===== config.mk =====
export PLATFORM = sky130hd
export DESIGN_NAME = uart_receiver
export DESIGN_NICKNAME = d
export VERILOG_FILES = /design/src/rtl/uart_pkg.sv /design/src/rtl/uart_receiver_sync_2ff.sv /design/src/rtl/uart_receiver.sv
export SDC_FILE = /design/constraint.sdc
export NUM_CORES = 1
export LEC_CHECK = 0
export ABC_AREA = 1
export CAP_MARGIN = 40
export CORE_UTILIZATION = 51
export DETAILED_ROUTE_END_ITERATION = 7
export PLACE_DENSITY = 0.84
export SLEW_MARGIN = 20
export SYNTH_ARGS = -nofsm -noshare
export SYNTH_HDL_FRONTEND = slang
export SYNTH_SLANG_ARGS = --single-unit

===== constraint.sdc =====
create_clock -name clk -period 1.45 [get_ports clk]
set_clock_uncertainty 0.05 [all_clocks]
set_input_delay 0.3625 -clock clk [delete_from_list [all_inputs] [get_ports clk]]
set_output_delay 0.3625 -clock clk [all_outputs]
set_load 0.005 [all_outputs]

===== src/rtl/uart_pkg.sv =====
// uart_pkg: shared state encoding, frame constants and bit-timing helper for the UART receiver
package uart_pkg;
    typedef enum logic [2:0] {WAIT_IDLE, IDLE, START, DATA, STOP} state_t;
    localparam int DATA_BITS = 8;
    localparam int STOP_BITS = 1;
    function automatic int symbol_edge_time(input int clock_freq, input int baud_rate);
        return clock_freq / baud_rate;
    endfunction
endpackage


===== src/rtl/uart_receiver_sync_2ff.sv =====
// sync_2ff: two-flop synchroniser with a configurable reset value
module sync_2ff #(
    parameter logic RESET_VALUE = 1'b0
) (
    input  logic clk,
    input  logic rst,
    input  logic d,
    output logic q
);
    logic meta;
    always_ff @(posedge clk) begin
        if (rst) begin
            meta <= RESET_VALUE;
            q    <= RESET_VALUE;
        end else begin
            meta <= d;
            q    <= meta;
        end
    end
endmodule


===== src/rtl/uart_receiver.sv =====
// uart_receiver: 8N1 receive path with valid/ready output and sticky overrun/framing flags
// Define UART_RX_MAJORITY_EN for 2-of-3 majority voting around every sample point.
module uart_receiver
    import uart_pkg::*;
#(
    parameter int CLOCK_FREQ = 50_000_000,
    parameter int BAUD_RATE  = 115_200
) (
    input  logic       clk,
    input  logic       rst,
    input  logic       serial_in,
    output logic [7:0] data_out,
    output logic       data_out_valid,
    input  logic       data_out_ready,
    output logic       framing_error,
    output logic       overrun,
    input  logic       error_clear
);
    localparam int SYMBOL_EDGE_TIME = symbol_edge_time(CLOCK_FREQ, BAUD_RATE);
    localparam int SAMPLE_TIME = SYMBOL_EDGE_TIME / 2;
    localparam int CW = $clog2(SYMBOL_EDGE_TIME);
    localparam logic [CW-1:0] CNT_LAST = CW'(SYMBOL_EDGE_TIME - 1);
    localparam logic [CW-1:0] CNT_MID = CW'(SAMPLE_TIME - 1);

    state_t state, state_n;
    logic rx_s, tick, decide, sample;
    logic [CW-1:0] cnt, cnt_n;
    logic [2:0] idx, idx_n;
    logic [DATA_BITS-1:0] shreg, shreg_n, data_n;
    logic valid_n, fe_n, ov_n;

    sync_2ff #(.RESET_VALUE(1'b1)) u_sync (.clk(clk), .rst(rst), .d(serial_in), .q(rx_s));

    assign tick = (state == START && cnt == CNT_MID) || ((state == DATA || state == STOP) && cnt == CNT_LAST);

`ifdef UART_RX_MAJORITY_EN
    // Counter phase is unchanged; only the decision waits one cycle for the mid+1 sample.
    logic [1:0] hist;
    logic tick_d;
    always_ff @(posedge clk) begin
        if (rst) begin
            hist   <= 2'b11;
            tick_d <= 1'b0;
        end else begin
            hist   <= {hist[0], rx_s};
            tick_d <= tick;
        end
    end
    assign decide = tick_d;
    assign sample = (hist[1] & hist[0]) | (hist[1] & rx_s) | (hist[0] & rx_s);
`else
    assign decide = tick;
    assign sample = rx_s;
`endif

    assign cnt_n = (tick || (state == IDLE && !rx_s)) ? '0 : (cnt == CNT_LAST) ? cnt : cnt + 1'b1;

    always_ff @(posedge clk) begin
        if (rst) begin
            state          <= WAIT_IDLE;
            cnt            <= '0;
            idx            <= '0;
            shreg          <= '0;
            data_out       <= '0;
            data_out_valid <= 1'b0;
            framing_error  <= 1'b0;
            overrun        <= 1'b0;
        end else begin
            state          <= state_n;
            cnt            <= cnt_n;
            idx            <= idx_n;
            shreg          <= shreg_n;
            data_out       <= data_n;
            data_out_valid <= valid_n;
            framing_error  <= fe_n;
            overrun        <= ov_n;
        end
    end

    always_comb begin
        state_n = state;
        idx_n   = idx;
        shreg_n = shreg;
        data_n  = data_out;
        valid_n = data_out_valid & ~data_out_ready;
        fe_n    = framing_error & ~error_clear;
        ov_n    = overrun & ~error_clear;
        case (state)
            WAIT_IDLE: state_n = rx_s ? IDLE : WAIT_IDLE;
            IDLE:      state_n = rx_s ? IDLE : START;
            START: if (decide) begin
                state_n = sample ? IDLE : DATA;
                idx_n   = '0;
            end
            DATA: if (decide) begin
                shreg_n[idx] = sample;
                idx_n        = idx + 3'd1;
                state_n      = (idx == 3'(DATA_BITS - 1)) ? STOP : DATA;
            end
            STOP: if (decide) begin
                if (!sample) begin
                    fe_n    = 1'b1;
                    state_n = WAIT_IDLE;
                end else begin
                    state_n = IDLE;
                    if (!data_out_valid || data_out_ready) begin
                        data_n  = shreg;
                        valid_n = 1'b1;
                    end else begin
                        ov_n = 1'b1;
                    end
                end
            end
            default: state_n = WAIT_IDLE;
        endcase
    end
endmodule


# After elaboration in Yosys (flattened, before gate mapping)

Cells that the tools add are included.

Flip-flop bits (word level): 36

Add/sub/neg operators: 2
$lt $le $gt $ge: 2
Eq/ne operators: 10
Multiplexer cells: 25
Bitwise logic cells: 5
Reduce and logical (&&, ||, !) cells: 17

Operator list:

| operator                                            | number |
|---|---|
| 2-to-1 mux 3 bit                                    | 6 |
| one-hot mux 3 bit (5 select lines)                  | 1 |
| 2-to-1 mux 1 bit                                    | 13 |
| adder 9 x 1 -> 9 bit, second input constant         | 1 |
| == test 9 x 8 -> 1 bit, second input constant       | 1 |
| == test 9 bit, second input constant                | 1 |
| bitwise mux 8 bit                                   | 1 |
| == test 3 x 2 -> 1 bit, second input constant       | 2 |
| == test 3 bit, second input constant                | 2 |
| inequality test 2 bit, second input constant        | 3 |
| one-hot mux 3 bit (2 select lines)                  | 1 |
| AND reduction 3 bit                                 | 2 |
| logical AND 1 bit                                   | 4 |
| logical OR 1 bit                                    | 4 |
| < comparator 3 x 4 -> 1 bit, second input constant  | 1 |
| 2-to-1 mux 2 bit                                    | 2 |
| AND reduction 4 bit                                 | 1 |
| adder 3 x 1 -> 3 bit, second input constant         | 1 |
| AND 1 bit                                           | 3 |
| demux 1 bit (select 3 bit)                          | 1 |
| == test 3 x 1 -> 1 bit, second input constant       | 1 |
| >= comparator 3 x 1 -> 1 bit, second input constant | 1 |
| zero test 3 bit                                     | 1 |
| zero test 1 bit                                     | 2 |
| other kinds (4)                                     | 5 |

# Logic depth before layout (Yosys ltp)

Depth after elaboration: 6
Mapped depth: 11
Depth with buffers taken out: 11

# By module

Synthesis repeated with hierarchy kept, for this count alone.

Cells, all modules: 263
Area total of the unflattened synthesis: 1818.0 µm²

By module, submodules not included:

| module        | instances | cells an instance | area each (µm²) | sequential area each (µm²) |
|---|---|---|---|---|
| uart_receiver | 1         | 256               | 1759.2          | 680.7 |
| sync_2ff      | 1         | 7                 | 58.8            | 40.0 |

# Worst setup path after synthesis

OpenSTA, ideal clock, no wires.

Kind: reg-to-reg
Start: register cnt[1]
End: register shreg[2]
Library setup time: 0.132 ns
Data arrival time: 1.330 ns
Setup slack: -0.062 ns
Cell stages (with the launch flop): 11
Buffers on the path: 1
Period minus slack after synthesis: 1.512 ns
Cells stage by stage: dfxtp_1 inv_1 ha_1 nand2_1 inv_2 nand2_4 nor2_8 nand4_4 buf_6 o21ai_0 a21oi_1

Word-level cells in the longest chain between the ends: 4
Elaborated cells on any way between the ends: 6

RTL lines:

| element                                                 | line                | RTL |
|---|---|---|
| start, declared                                         | uart_receiver.sv:27 | `logic [CW-1:0] cnt, cnt_n;` |
| start signal, assigned                                  | uart_receiver.sv:70 | `cnt <= cnt_n;` |
| == test 9 x 8 -> 1 bit or == test 9 bit (tied branches) | uart_receiver.sv:34 | `assign tick = (state == START && cnt == CNT_MID) \|\| ((state == DATA \|\| state == STOP) && cnt == CNT_LAST);` |
| logical AND 1 bit                                       | uart_receiver.sv:34 |  |
| logical OR 1 bit (*)                                    | uart_receiver.sv:34 |  |
| AND reduction 2 bit (no line) (*)                       | n/a                 |  |
| end signal, assigned                                    | uart_receiver.sv:72 | `shreg <= shreg_n;` |
| end, declared                                           | uart_receiver.sv:29 | `logic [DATA_BITS-1:0] shreg, shreg_n, data_n;` |

Every way passes the cells marked *; elsewhere a longest branch is shown, timed or not.
A chain may end at the register's enable or synchronous reset.

# Worst setup path in the final report

Start: register cnt[1]
End: register shreg[1]

Same word-level chain as after synthesis.

==> flow_metrics.env <==
export IMPL_num_rows=20
export IMPL_synth_seq_area_share=0.412
export IMPL_layout_min_cycle_time_ps=1730
export IMPL_rsz0062_at_grt="true"
export IMPL_critPathArrivalTime_ps=1960
export IMPL_critPathCaptureType="flop"
export IMPL_met3_length_um=451
export IMPL_worstPathMaxFanout=6
export IMPL_crit_reg2reg_launch="cnt[1]"
export IMPL_antenna_cells=0
export IMPL_syn_area_per_cell_um2=7.42
export IMPL_cts_tree="yes"
export IMPL_cts_sinks=36
export IMPL_whs_ps=375
export IMPL_synth_cell_types=30
export IMPL_synth_top_cells_by_count="nand2_1, dfxtp_1, a21oi_1"
export IMPL_ant_nets=0
export IMPL_die_h_um=60.6
export IMPL_synth_xor_area_frac=0.0200
export IMPL_worst_r2r_setup_slack_ps=-280
export IMPL_violations="setup timing"
export IMPL_dieWidth_um=60.6
export IMPL_ys_top_cells_by_area="dfxtp_1, nand2_1, a21oi_1"
export IMPL_place_congestion=0.822
export IMPL_cp_startpoint="cnt[1]"
export IMPL_synthToLayoutAreaGrowth_pct=44.7
export IMPL_status="finished, violations left"
export IMPL_clock_path_buffers=2
export IMPL_wl_met1_mm=2.17
export IMPL_max_vdd_ir_drop_v=0.000558
export IMPL_layout_drive_gt1_share=0.405
export IMPL_fin_crit_sh=1.19
export IMPL_synth_seq_cells=36
export IMPL_routed_top_layer="met4"
export IMPL_cp_data_required_time_ps=1680
export IMPL_ys_async_sr_fraction=0
export IMPL_ys_warn_count=0
export IMPL_num_vias=1922
export IMPL_yosysTopAreaCellShare=0.412
export IMPL_drcViolationCount=0
export IMPL_dp_cells=317
export IMPL_path_common_cell="inv_2"
export IMPL_path_cells="inv_2 -> ha_4 -> nand2_2 -> inv_2 -> nand2_4 -> nor2_8 -> nand4_4 -> nor2_1 -> nand2_1 -> a21oi_2"
export IMPL_synth_adder_area_share=0.0357
export IMPL_synth_most_common_cell="nand2_1"
export IMPL_grt_remaining_overflow=0
export IMPL_dieArea_um2=3670
export IMPL_critical_path_top_delay_family="simple AND/OR/NAND/NOR gates"
export IMPL_crit_path_start_kind="flop"
export IMPL_synthMuxAreaShare=0
export IMPL_cts_root_buf="clkbuf_4"
export IMPL_reg2regPathDepth=10
export IMPL_setup_slack_ps=-277
export IMPL_core_area_um2=3150
export IMPL_wl_met2_mm=2.77
export IMPL_syn_inst=236
export IMPL_clk_pin_slew_ps=120
export IMPL_hold_depth=1
export IMPL_antenna_found_initial=0
export IMPL_path_class="flop to flop"
export IMPL_maxSlewViolCount=0
export IMPL_syn_num_nets=246
export IMPL_initialDrtViolationCount=172
export IMPL_fmaxAchievable_mhz=579
export IMPL_worstMarginPinSlew_ps=440
export IMPL_port_buffers=15
export IMPL_worst_path_buf_inv=2
export IMPL_drt_first_pass_iters=5
export IMPL_grt_pass1_vias=1663
export IMPL_slew_limit_headroom=0.706
export IMPL_cts_htree_levels=2
export IMPL_grt_pass1_wl_mm=7.24
export IMPL_critPathMaxStageDelay_ps=340
export IMPL_netlist_area_um2=1750
export IMPL_holdCritPathClass="flop to flop"
export IMPL_dp_hpwl_mm=2.70
export IMPL_wl_per_cell_um=17.0
export IMPL_nets=298
export IMPL_synth_top_family_by_area="simple AND/OR/NAND/NOR gates"
export IMPL_min_delay_start="u_sync.meta"
export IMPL_ioPinCount=16
export IMPL_synthSimpleGateAreaFrac=0.309
export IMPL_routed_wl_mm=5.67
export IMPL_leakage_nw=1.04
export IMPL_grt_start_max_net_pins=26
export IMPL_synth_edff_count=0
export IMPL_clock_latency_ps=350
export IMPL_stdcell_count=333
export IMPL_track_usage=0.269
export IMPL_yosysTopAreaCell="dfxtp_1"
export IMPL_ys_flop_type="dfxtp_1"
export IMPL_numCtsBuffers=5
export IMPL_worst_path_stages=10
export IMPL_maxCapViolCount=0
export IMPL_synth_compound_area_frac=0.152
export IMPL_start_util=0.555
export IMPL_hold_viol=0
export IMPL_power_density_nw_per_um2=732
export IMPL_finalSetupViolCount=34
export IMPL_via_per_inst=5.77
export IMPL_cp_slowest_cell="dfxtp_2"
-- layout by cell type (no fill, tap or decap), drive strengths merged --
cell and count:
nand3b 2, clkinv 1, nand4 6, dfxtp 36, xor2 2, clkbuf 7, o31ai 1, a21oi 29
nor3 4, xnor2 2, buf 33, clkinvlp 1, o211ai 3, ha 5, nor2 27, nand2 58
or2 3, clkdlybuf4s50 4, nand3 11, o21ai 18, inv 25, dlygate4sd2 11
-- per-layer routing --
metal  track usage  vias up
li1              -      881
met1         0.314      888
met2         0.484      116
met3        0.0512       37
met4         0.107        0
met5             0        -
-- worst reg2reg max path: stages, from the launching register on --
cell     delay, ps
dfxtp_2        340
inv_2           70
ha_4           120
nand2_2         50
inv_2           70
nand2_4         60
nor2_8         170
nand4_4        190
nor2_1         190
nand2_1        140
a21oi_2        200
-- sequential cells by signal, summed over array words and instances (netlist names) --
register,flops
u_sync.q,1
u_sync.meta,1
idx,3
shreg,8
cnt,9
data_out,8
data_out_valid,1
state,3
overrun,1
framing_error,1
-- cell families after synthesis --
group,count (synthesis)
compound gates,51
xor+xnor,4
fa+ha+maj,5
buf+inv,31
flops,36
simple gates,109
-- power by group --
group / internal, mW / total, mW / switching, mW
registers: 1.01 / 1.02 / 0.0179
logic: 0.0916 / 0.228 / 0.136
clock network: 0.237 / 0.602 / 0.364
-- metrics by stage --
step / utilization / total power [mW] / area [µm²] / setup slack [ps] / setup TNS (ps)
after floorplan: - / 1.14 / 1770 / 0.182 / 0
after global placement: 0.685 / 1.22 / 2160 / -255 / -2760
after detailed placement: 0.685 / 1.22 / 2160 / -299 / -3610
after CTS: 0.753 / 1.79 / 2370 / -130 / -2020
after global routing: 0.804 / 1.91 / 2530 / -296 / -5490
final: 0.804 / 1.85 / 2530 / -277 / -3810
-- area by class of cell --
type                            count  area (µm²)
Fill cell                         194         619
Inverter                           26         104
Timing Repair Buffer               48         419
Clock inverter                      1        7.51
Tap cell                           44        55.1
Multi-Input combinational cell    171        1150
Sequential cell                    36         741
Clock buffer                        7        55.1
-- path summary, 6_finish.rpt --
kind / endpoint
setup / recovery: shreg[1]
hold / removal: u_sync.q
setup reg to reg: shreg[1]
hold reg to reg: u_sync.q
-- timing repair --
item	in CTS	in global routing
buffers inserted	5	1
gates cloned	2	0
hold buffers	0	0
pin swaps	29	15
endpoints found under the hold margin	0	0
setup endpoints to repair	45	34
resized for setup	48	42
No activity file was read; power rests on OpenSTA's default activity.
